## src/rtl/controller_poll_sequencer.sv

```systemverilog
// controller_poll_sequencer: polls a serial game pad and exposes its buttons over APB.
// A poll is a latch strobe followed by NUM_BITS shift-clock windows; each bit is
// sampled from the active-low contREAD line at the end of its low window.
// Optional build macro CONT_DEBOUNCE_EN: only publish a sample that matches the
// previous completed sample.
module controller_poll_sequencer #(
    parameter int unsigned CLK_DIV     = 4,
    parameter int unsigned POLL_PERIOD = 1000,
    parameter int unsigned NUM_BITS    = 8
) (
    input  logic        PCLK,
    input  logic        PRESET,
    input  logic        PSEL,
    input  logic        PENABLE,
    input  logic        PWRITE,
    input  logic [3:0]  PADDR,
    input  logic [31:0] PWDATA,
    output logic [31:0] PRDATA,
    output logic        PREADY,
    input  logic        contREAD,
    output logic        contLATCH,
    output logic        contCLK,
    output logic        IRQ
);

    localparam int unsigned PHASE_W  = $clog2(2 * CLK_DIV);
    localparam int unsigned PERIOD_W = $clog2(POLL_PERIOD);
    localparam int unsigned IDX_W    = (NUM_BITS > 1) ? $clog2(NUM_BITS) : 1;

    typedef enum logic [2:0] {
        IDLE  = 3'd0,
        LATCH = 3'd1,
        LOW   = 3'd2,
        HIGH  = 3'd3,
        DONE  = 3'd4
    } pollState_t;

    pollState_t state;
    pollState_t nextState;

    logic [PHASE_W-1:0]  phaseCnt;
    logic [PERIOD_W-1:0] periodCnt;
    logic [IDX_W-1:0]    bitIdx;
    logic [NUM_BITS-1:0] sampleReg;
    logic [NUM_BITS-1:0] buttons;
    logic                ctrlEn;
    logic                ctrlIrqEn;
    logic                newFlag;

    logic apbWr;
    logic wrCtrl;
    logic wrStatus;
    logic trigReq;
    logic newClr;
    logic tick;
    logic pollStart;
    logic latchLast;
    logic halfLast;
    logic bitLast;

    logic latchD;
    logic clkD;
    logic sampleEn;
    logic advanceEn;
    logic commitEn;
    logic busy;

    logic unusedApb;

    // APB decode and poll-start qualification
    assign apbWr     = PSEL & PENABLE & PWRITE;
    assign wrCtrl    = apbWr & (PADDR[3:2] == 2'd0);
    assign wrStatus  = apbWr & (PADDR[3:2] == 2'd1);
    assign trigReq   = wrCtrl & PWDATA[1];
    assign newClr    = wrStatus & PWDATA[1];
    assign tick      = (periodCnt == '0);
    assign pollStart = (state == IDLE) & (trigReq | (tick & ctrlEn));
    assign latchLast = (phaseCnt == PHASE_W'(2 * CLK_DIV - 1));
    assign halfLast  = (phaseCnt == PHASE_W'(CLK_DIV - 1));
    assign bitLast   = (bitIdx == IDX_W'(NUM_BITS - 1));
    assign PREADY    = 1'b1;
    assign unusedApb = ^{PADDR[1:0], PWDATA[31:3]};

    // FSM state register
    always_ff @(posedge PCLK) begin
        if (PRESET) begin
            state <= IDLE;
        end else begin
            state <= nextState;
        end
    end

    // FSM next-state logic
    always_comb begin
        nextState = state;
        case (state)
            IDLE:    if (pollStart) nextState = LATCH;
            LATCH:   if (latchLast) nextState = LOW;
            LOW:     if (halfLast)  nextState = bitLast ? DONE : HIGH;
            HIGH:    if (halfLast)  nextState = LOW;
            DONE:    nextState = IDLE;
            default: nextState = IDLE;
        endcase
    end

    // FSM outputs: strobe targets come from the next state so the registered strobes align with it
    always_comb begin
        latchD    = 1'b0;
        clkD      = 1'b0;
        sampleEn  = 1'b0;
        advanceEn = 1'b0;
        busy      = 1'b1;
        latchD    = (nextState == LATCH);
        clkD      = (nextState == HIGH);
        sampleEn  = (state == LOW) & halfLast;
        advanceEn = (state == HIGH) & halfLast;
        busy      = (state != IDLE);
    end

`ifdef CONT_DEBOUNCE_EN
    logic [NUM_BITS-1:0] prevSample;

    // Publish only when two consecutive completed samples agree
    assign commitEn = (state == DONE) & (sampleReg == prevSample);

    // Remember the last completed sample, published or not
    always_ff @(posedge PCLK) begin
        if (PRESET) begin
            prevSample <= '0;
        end else if (state == DONE) begin
            prevSample <= sampleReg;
        end
    end
`else
    assign commitEn = (state == DONE);
`endif

    // Phase timer, bit index and sample shift register
    always_ff @(posedge PCLK) begin
        if (PRESET) begin
            phaseCnt  <= '0;
            bitIdx    <= '0;
            sampleReg <= '0;
        end else begin
            if (state != nextState) begin
                phaseCnt <= '0;
            end else begin
                phaseCnt <= phaseCnt + PHASE_W'(1);
            end
            if (pollStart) begin
                bitIdx    <= '0;
                sampleReg <= '0;
            end else begin
                if (advanceEn) begin
                    bitIdx <= bitIdx + IDX_W'(1);
                end
                if (sampleEn) begin
                    sampleReg[bitIdx] <= ~contREAD;
                end
            end
        end
    end

    // Registered pad strobes
    always_ff @(posedge PCLK) begin
        if (PRESET) begin
            contLATCH <= 1'b0;
            contCLK   <= 1'b0;
        end else begin
            contLATCH <= latchD;
            contCLK   <= clkD;
        end
    end

    // Free-running poll period counter
    always_ff @(posedge PCLK) begin
        if (PRESET) begin
            periodCnt <= PERIOD_W'(POLL_PERIOD - 1);
        end else if (tick) begin
            periodCnt <= PERIOD_W'(POLL_PERIOD - 1);
        end else begin
            periodCnt <= periodCnt - PERIOD_W'(1);
        end
    end

    // Software-visible registers and interrupt; a DONE set beats a same-cycle clear
    always_ff @(posedge PCLK) begin
        if (PRESET) begin
            ctrlEn    <= 1'b0;
            ctrlIrqEn <= 1'b0;
            newFlag   <= 1'b0;
            buttons   <= '0;
            IRQ       <= 1'b0;
        end else begin
            if (wrCtrl) begin
                ctrlEn    <= PWDATA[0];
                ctrlIrqEn <= PWDATA[2];
            end
            if (commitEn) begin
                buttons <= sampleReg;
                newFlag <= 1'b1;
            end else if (newClr) begin
                newFlag <= 1'b0;
            end
            IRQ <= newFlag & ctrlIrqEn;
        end
    end

    // Combinational read mux
    always_comb begin
        PRDATA = '0;
        case (PADDR[3:2])
            2'd0:    PRDATA = {29'd0, ctrlIrqEn, 1'b0, ctrlEn};
            2'd1:    PRDATA = {30'd0, newFlag, busy};
            2'd2:    PRDATA = 32'(buttons);
            default: PRDATA = '0;
        endcase
    end

endmodule

```

## config.mk

```make
export PLATFORM = sky130hd
export DESIGN_NAME = controller_poll_sequencer
export DESIGN_NICKNAME = d
export VERILOG_FILES = /design/src/rtl/controller_poll_sequencer.sv
export SDC_FILE = /design/constraint.sdc
export NUM_CORES = 1
export LEC_CHECK = 0
export CORE_ASPECT_RATIO = 1.1
export CORE_MARGIN = 2
export CORE_UTILIZATION = 40
export CTS_CLUSTER_SIZE = 40
export DETAILED_ROUTE_END_ITERATION = 16
export PLACE_DENSITY_LB_ADDON = 0.12
export REMOVE_ABC_BUFFERS = 1
export SLEW_MARGIN = 25
export SYNTH_ARGS = -nofsm -noshare
export SYNTH_HDL_FRONTEND = slang
export SYNTH_SLANG_ARGS = --single-unit
```

## constraint.sdc

```tcl
create_clock -name PCLK -period 1.5 [get_ports PCLK]
set_input_delay 0.375 -clock PCLK [delete_from_list [all_inputs] [get_ports PCLK]]
set_output_delay 0.375 -clock PCLK [all_outputs]
set_load 0.005 [all_outputs]
```

==> impl_results.md <==
* Die W at 72.5 µm
* Die Span Y at 79.4 µm
* CTS tree: yes
* First-pass GRT wire length at 7.27 mm
* Worst-path clk slew at 0.08 ns
* Synth area leader: dfxtp_1
* Critical Path Max Stage Delay at 0.34 ns
* Largest net degree at the start of global routing at 13
* DP Area at 2430 µm²
* # nets final at 338
* Final instance area at 2770 µm²
* Syn_area_per_cell at 8.99 µm²
* CTS root buf: clkbuf_8
* Final worst setup slack at -0.0869 ns
* 1st-iter DRT viols at 56
* Latest clock arrival within the worst-skew pair at 0.29 ns
* Number of max-cap violations at 0
* Worst path required time at 1.68 ns
* Gpl congestion at 0.742
* Delay-heaviest family, CP: simple AND/OR/NAND/NOR gates
* PortBufs at 21
* Peak supply drop at 0.798 mV
* Starting Density at 41.3%
* Post-DRT Antenna Nets at 0
* Fmax at 630 MHz
* Period utilization at 106%
* Mapped Area at 2070 µm²
* PD cells at 778 nW/µm²
* Ys Warns at 0
* CP Class: reg -> reg
* Placeable core area at 5000 µm²
* Num CTS Buffers at 5
* Crit. End Element: register
* Setup crit start kind: register
* Critical path cell sequence: buf_8 -> buf_12 -> nor4bb_4 -> and2b_2 -> and4_4 -> nor3_1
* RSZ-0062 raised after global routing: true
* Cells after synthesis at 230
* Initial DRT Pass Iterations at 6
* Vias in the first global route at 1625
* Detailed placement HPWL at 2.94 mm
* Synth Register Bits at 41
* Final Hold Fails at 0
* DR vias at 1680
* Antenna cells at 0
* Ratio of cells with drive above 1 in the final layout at 33.6%
* Die ar. at 5760 µm²
* Ports at 78
* Synthesis-to-layout area growth at 34.2%
* Number of synthesized flops with an enable pin at 0
* Yosys cell types at 49
* Failing checks: setup timing
* LEAKAGE at 1.20 nW
* Worst path slowest cell: dfxtp_2
* H-tree levels at 2
* Via density at 4.84
* Setup WS pre-CTS at -0.752 ns
* Outcome: complete, but fails checks
* Clock Sinks at 41
* Sequential fraction of the synthesis area at 39.7%
* Final min period at 1.59 ns
* CTS Hold Bufs at 0
* DRC at 0
* Reg2reg setup slack at -0.09 ns
* Drt wl/cell at 12.1 µm
* Final Setup Violations at 14
* Post-synth top flop: dfxtp_1
* Antenna violations before repair at 0
* Synth top area share at 39.7%
* Final wirelength at 4.18 mm
* Slew Limit Fails at 0
* Final Power at 0.00216 W
* Worst Hold Class: reg -> reg
* Layout Utilization at 55.5%
* Total global routing overflow at 0
* Max clock buf depth at 2
* CP bufs+invs at 2
* Rows at 27
* Ys async rst share at 0%
* Total negative setup slack at -0.829 ns
* All-Layer GR Usage at 16.0%
* Top cells by area, synth: dfxtp_1 (40%), buf_4 (9.4%), nand2_1 (5.6%)
* CP Max Fanout at 8
* Clk_skew at 0.00958 ns
* CP Data Arrival Time at 1.76 ns
## cell usage in the layout, fill, tap and decap left out, types with 7 or more instances in the layout
| cell | count |
|---|---|
| a21oi_2 | 7 |
| a21oi_1 | 11 |
| conb_1 | 25 |
| and2_1 | 8 |
| dfxtp_2 | 8 |
| nand2_1 | 30 |
| dfxtp_1 | 33 |
| clkdlybuf4s50_1 | 8 |
| nor2_1 | 16 |
| buf_4 | 33 |
| buf_6 | 8 |
## state kept, by name, indices dropped and copies added, names as in the netlist
register,count
IRQ,1
bitIdx,3
buttons,8
contCLK,1
contLATCH,1
ctrlEn,1
ctrlIrqEn,1
newFlag,1
periodCnt,10
phaseCnt,3
sampleReg,8
state,3
## final timing paths
check,from,endpoint,cells past startpoint
hold reg to reg,buttons[7],buttons[7],2
setup reg to reg,state[0],sampleReg[6],6
setup / recovery,state[0],sampleReg[6],6
hold / removal,buttons[7],buttons[7],2
## cell usage after synthesis (all sizes together), types with 2 or more instances
| cell type | instances |
|---|---|
| a21oi | 18 |
| a311oi | 6 |
| a31oi | 3 |
| and2 | 10 |
| and2b | 3 |
| and4 | 2 |
| buf | 31 |
| clkbuf | 3 |
| conb | 2 |
| dfxtp | 41 |
| ha | 7 |
| inv | 4 |
| mux2i | 6 |
| nand2 | 31 |
| nand3 | 4 |
| nand3b | 3 |
| nand4 | 2 |
| nand4b | 2 |
| nor2 | 17 |
| nor2b | 4 |
| nor3 | 4 |
| nor4 | 2 |
| nor4bb | 2 |
| o21ai | 4 |
| xnor2 | 3 |
| xor2 | 3 |
## per-layer routing
| layer | part of all wire, % | wire [µm] | global-route usage, % | vias up |
|---|---|---|---|---|
| met3 | 4.9 | 205 | 4.04 | 7 |
| met2 | 51 | 2120 | 27.5 | 38 |
| li1 | - | - | - | 856 |
| met1 | 43 | 1800 | 19.3 | 779 |
| met4 | 1.4 | 58 | 5.00 | 0 |
| met5 | 0 | 0 | 0 | - |
## layout make-up
class | instances | area (µm²)
fillers | 490 | 2230
clock buffers | 5 | 68.8
inverters | 4 | 15.0
flip-flops and latches | 41 | 831
well taps | 58 | 72.6
clock inverters | 2 | 35.0
repair buffers | 63 | 554
multi-input cells | 174 | 1200
## worst reg2reg max path: cells and delay by family, from the launching register on
kind / cells / cell delay (ns)
simple gates: 4 / 0.88
buf+inv: 2 / 0.25
flops: 1 / 0.34
## metrics by stage
| stage | cells | hold slack, ns |
|---|---|---|
| after global routing | 347 | 0.483 |
| after global placement | 331 | 0.411 |
| after CTS | 343 | 0.432 |
| after floorplan | 219 | 0.383 |
| after detailed placement | 331 | 0.414 |
| final | 347 | 0.453 |
## report_power, final
| group | switching, W | total (W) | internal, W |
|---|---|---|---|
| clock | 0.000364 | 0.000848 | 0.000484 |
| combinational | 0.0000922 | 0.000195 | 0.000103 |
| sequential | 0.0000107 | 0.00112 | 0.00111 |
## timing repair
| action | CTS | global route |
|---|---|---|
| gates resized for setup | 70 | 16 |
| pin swaps | 21 | 12 |
| setup buffers | 5 | 5 |
| cloned | 1 | 0 |
| endpoints found under the setup margin | 28 | 25 |
## logic make-up (layout without fill, tap and decap cells)
| family | Yosys count | count (layout) | share of synthesized area (%) |
|---|---|---|---|
| AND/OR/NAND/NOR | 92 | 92 | 24.6 |
| flip-flops | 41 | 41 | 39.7 |
| AO/OA/AOI/OAI | 38 | 38 | 12.5 |
| buffers and inverters | 38 | 74 | 13.1 |
| adder cells (fa/ha/maj) | 7 | 7 | 4.24 |
| XOR/XNOR | 6 | 6 | 2.54 |
| multiplexers | 6 | 6 | 2.91 |
| other | 2 | 25 | 0.363 |
No activity file was read; power rests on OpenSTA's default activity.
